<file path="src/rtl/serial_adder_ctrl.sv">
// Bit-serial adder: one shared full_adder processes a WIDTH-bit operand pair
// LSB first, one bit per clock, with the carry held in a flip-flop between bits.
`timescale 1ns/1ps

module full_adder (
  input  logic a,
  input  logic b,
  input  logic cin,
  output logic sum,
  output logic cout
);
  assign sum  = a ^ b ^ cin;
  assign cout = (a & b) | (a & cin) | (b & cin);
endmodule

module serial_adder_ctrl #(
  parameter int WIDTH = 8
) (
  input  logic             clk,
  input  logic             rst_n,
  input  logic             start,
  input  logic [WIDTH-1:0] a,
  input  logic [WIDTH-1:0] b,
  input  logic             cin,
  output logic             busy,
  output logic             done,
  output logic [WIDTH-1:0] sum,
  output logic             cout,
  output logic             overflow
);
  localparam int CW = (WIDTH > 2) ? $clog2(WIDTH) : 1;
  localparam logic [CW-1:0] CNT_LAST = CW'(WIDTH - 1);
  localparam logic [CW-1:0] CNT_MSB  = CW'(WIDTH - 2);

  typedef enum logic [1:0] {
    IDLE = 2'b00,
    RUN  = 2'b01,
    DONE = 2'b10
  } state_t;

  state_t           state;
  logic [WIDTH-1:0] a_sr;
  logic [WIDTH-1:0] b_sr;
  // Only the upper WIDTH-1 bits of the sum shift register are ever consumed,
  // so the discarded LSB is not stored.
  logic [WIDTH-2:0] sum_hi;
  logic [WIDTH-1:0] sum_next;
  logic [CW-1:0]    cnt;
  logic             carry;
  logic             msb_cin;
  logic             fa_sum;
  logic             fa_carry;

  full_adder u_fa (
    .a    (a_sr[0]),
    .b    (b_sr[0]),
    .cin  (carry),
    .sum  (fa_sum),
    .cout (fa_carry)
  );

  assign sum_next = {fa_sum, sum_hi};

  always_ff @(posedge clk or negedge rst_n) begin
    if (!rst_n) begin
      state    <= IDLE;
      busy     <= 1'b0;
      done     <= 1'b0;
      sum      <= '0;
      cout     <= 1'b0;
      overflow <= 1'b0;
      cnt      <= '0;
      carry    <= 1'b0;
      msb_cin  <= 1'b0;
      a_sr     <= '0;
      b_sr     <= '0;
      sum_hi   <= '0;
    end else begin
      case (state)
        IDLE, DONE: begin
          done <= 1'b0;
          if (start) begin
            a_sr   <= a;
            b_sr   <= b;
            carry  <= cin;
            cnt    <= '0;
            sum_hi <= '0;
            busy   <= 1'b1;
            state  <= RUN;
          end else begin
            busy  <= 1'b0;
            state <= IDLE;
          end
        end
        RUN: begin
          sum_hi <= sum_next[WIDTH-1:1];
          a_sr   <= a_sr >> 1;
          b_sr   <= b_sr >> 1;
          carry  <= fa_carry;
          cnt    <= cnt + CW'(1);
          if (cnt == CNT_MSB) msb_cin <= fa_carry;
          if (cnt == CNT_LAST) begin
            sum      <= sum_next;
            cout     <= fa_carry;
            overflow <= msb_cin ^ fa_carry;
            busy     <= 1'b0;
            done     <= 1'b1;
            state    <= DONE;
          end
        end
        default: begin
          busy  <= 1'b0;
          done  <= 1'b0;
          state <= IDLE;
        end
      endcase
    end
  end
endmodule

</file>
<file path="config.mk">
export PLATFORM = sky130hd
export DESIGN_NAME = serial_adder_ctrl
export DESIGN_NICKNAME = d
export VERILOG_FILES = /design/src/rtl/serial_adder_ctrl.sv
export SDC_FILE = /design/constraint.sdc
export NUM_CORES = 1
export LEC_CHECK = 0
export ABC_AREA = 1
export CORE_MARGIN = 10
export CORE_UTILIZATION = 40
export DETAILED_ROUTE_END_ITERATION = 6
export PLACE_DENSITY = 0.62
export SLEW_MARGIN = 20
export SYNTH_ARGS = -nofsm -noshare
export SYNTH_HDL_FRONTEND = slang
export SYNTH_HIERARCHICAL = 1
export SYNTH_SLANG_ARGS = --single-unit
</file>
<file path="constraint.sdc">
create_clock -name clk -period 1.59 [get_ports clk]
set_input_delay 0.2385 -clock clk [delete_from_list [all_inputs] [get_ports clk]]
set_output_delay 0.2385 -clock clk [all_outputs]
set_load 0.05 [all_outputs]
</file>
==> results.md <==
* CP startpoint: a_sr[0]
* Placed cell area at 0.00233 mm2
* Vias per Instance at 4.43
* Cts hold-fix bufs at 0
* Drt pass-1 iters at 4
* #FFs+latches synth at 41
* Critical path endpoint category: register
* Wire per inst at 11.9 um
* Reg clk slew, reported paths at 0.08 ns
* Fin Setup TNS at 0 ns
* HP Class: input pin to async pin
* Fillers at 463
* First-pass GRT wire length at roughly 7.3 mm
* Fin crit share at roughly 83%
* Clk buf depth at 2
* Top Ports at 32
* Met2 usage in global routing at 16.3%
* Initial Util at between 40% and 50%
* Die width at approximately 91 um
* Synth cell types at 20
* Ys async rst share at 100%
* Core area at 0.00479 mm2
* Max-cap viol count at 0
* Post-synthesis cell count at between 200 and 250
* Share of cells above drive strength 1 at 16.6%
* Met3 Track Usage GR at 3.57%
* Die area at 0.00823 mm2
* Largest net degree at the start of global routing at 42
* Most frequent cell after synthesis: nand2_1
* Die height at 90.7 um
* Max incr delay on CP at about 0.48 ns
* Synth top area share at 51.2%
* Critical path type: register to register
* Worst-margin pin slew at ~0.52 ns
* Unrepaired setup endpoints after global routing: false
* Drt total wl at 4.01 mm
* Vias in the first global route at 1512
* Net count, final at around 290
* Primary FF master, synth: dfrtp_1
* CP dominant cell by count: nand3_1
* Cts bufs inserted at 5
* Final core occ at 50.8%
* Critical path startpoint category: register
* GRT Max-Usage Layer: met2
* Max Fclk at 0.758 GHz
* Synthesized cell area at 0.00200 mm2
* Syn nets at 259
* Inserted Diodes at 0
* R2R depth at 5
* DRC at 0
* Post-Layout Inst Area at ~0.0024 mm2
* Slowest CP cell: fa_1
* Sequential area share after synthesis at 51.2%
* Root buffer cell: clkbuf_8
* Static Leak at 0.00131 uW
* Relative slew slack at between 60% and 70%
* Worst-Skew Late Latency at 0.29 ns
* Fin. max-slew vios at 0
* ANT nets after route at 0
* Final Skew at roughly 0.0019 ns
* FF-to-FF Start: a_sr[0]
* Critical R2R Capture: carry
* WP data required at 1.77 ns
* Num rows at 25
* Final Hold Violating Endpoints at 0
* Layout Area Growth over Synthesis at 21.4%
* Post-synth top cells: nand2_1, dfrtp_1, inv_1
* Avg Cell Area, Syn at 8.52 um2
* Post-CTS Setup Bufs at 0
* H-tree depth at 2
* Clock Sinks at 41
* WP data arrival at 1.50 ns
* GRT Total Usage at 10.6%
* Peak supply drop at 0.759 mV
* Number of synthesized flops with an enable pin at 0
* Grt ovf at 0
* Post-DP HPWL at ~2.9 mm
* Final number of setup-violating endpoints at 0
* Area contributors post-synth: dfrtp_1, nand2_1, nand3_1
* Crit-path max FO at 3
* Placer Congestion at 0.723
* R2r setup slk at 0.27 ns
* Port Buffers at 31
* GRT met1 Usage at 13.8%
* Initial antenna violation count at 0
* Post-CTS Resized at 0
* DRT iter0 DRCs at 78
* Critical Path, Cell by Cell: fa_1, inv_1, nand3_1, nand3_1, nand2_1
* Outcome: complete, no violations
* Total number of vias at 1496
* Overall Power at about 5200 uW
* Power density cells at around 2100 mW/mm2
* Yosys top cell by area: dfrtp_1
* Tmin final at 1.32 ns
* CTS tree: built
* Synth warnings at 6
## stage by stage
step,worst slack [ns],cells,hold slack (ns)
after global routing,0.158,338,0.0511
after CTS,0.263,338,0.0225
after global placement,0.237,330,0.343
after floorplan,0.149,235,-0.0571
after detailed placement,0.211,330,0.336
final,0.270,338,0.00590
## critical path, delay by kind of cell, from the launching register on
| kind | cells | cell delay (ns) |
|---|---|---|
| and+or+nand+nor | 3 | 0.21 |
| adders and majority gates | 1 | 0.48 |
| buffers and inverters | 1 | 0.11 |
| DFF | 1 | 0.41 |
## where the power goes
group,internal (uW),switching [uW],total (uW)
registers,1540,283,1830
logic,938,1700,2640
clock network,392,352,744
total,2870,2330,5210
## area by class of cell
| type | instances | area, um2 | area share [%] |
|---|---|---|---|
| Sequential cell | 41 | 1030 | 42.2 |
| Multi-Input combinational cell | 141 | 716 | 29.4 |
| Timing Repair Buffer | 38 | 340 | 14.0 |
| Inverter | 43 | 164 | 6.74 |
| Clock buffer | 7 | 96.3 | 3.96 |
| Tap cell | 67 | 83.8 | 3.45 |
| Clock inverter | 1 | 5.00 | 0.206 |
## placed cells by master, fill, tap and decap left out, drive strengths merged, types with 2 or more instances in the layout
master	n
nor2	2
nand3	31
clkdlybuf4s50	18
clkbuf	7
inv	43
o21ai	20
nand2	81
buf	20
ha	3
dfrtp	41
## worst max-delay path by stage
stage | endpoint | slack [ns] | cells after the start
4_1_cts | carry | 0.26 | 5
3_3_place_gp | sum_hi[2] | 0.24 | 5
3_5_place_dp | a_sr[6] | 0.21 | 6
6_report | carry | 0.27 | 5
5_1_grt | a_sr[2] | 0.16 | 6
2_1_floorplan | a_sr[0] | 0.15 | 7
## cell families (layout without fill, tap and decap cells)
| kind of cell | Yosys count | count (layout) | share of synthesized area (%) |
|---|---|---|---|
| fa+ha+maj | 4 | 4 | 2.88 |
| buf+inv | 53 | 89 | 13.0 |
| flops | 41 | 41 | 51.2 |
| compound gates | 20 | 20 | 6.50 |
| simple gates | 116 | 116 | 25.9 |
| xor+xnor | 1 | 1 | 0.438 |
## registers in the layout (all words and copies together) (netlist names)
name,cells
busy,1
cnt,3
sum,8
b_sr,8
carry,1
cout,1
state,2
overflow,1
msb_cin,1
sum_hi,7
a_sr,8
## routing by layer
layer,part of all wire (%),vias to the layer above
met3,5.9,4
li1,-,786
met2,45,33
met5,0,-
met4,0.97,0
met1,48,673
Note: power is estimated with default switching activity, not from simulation.
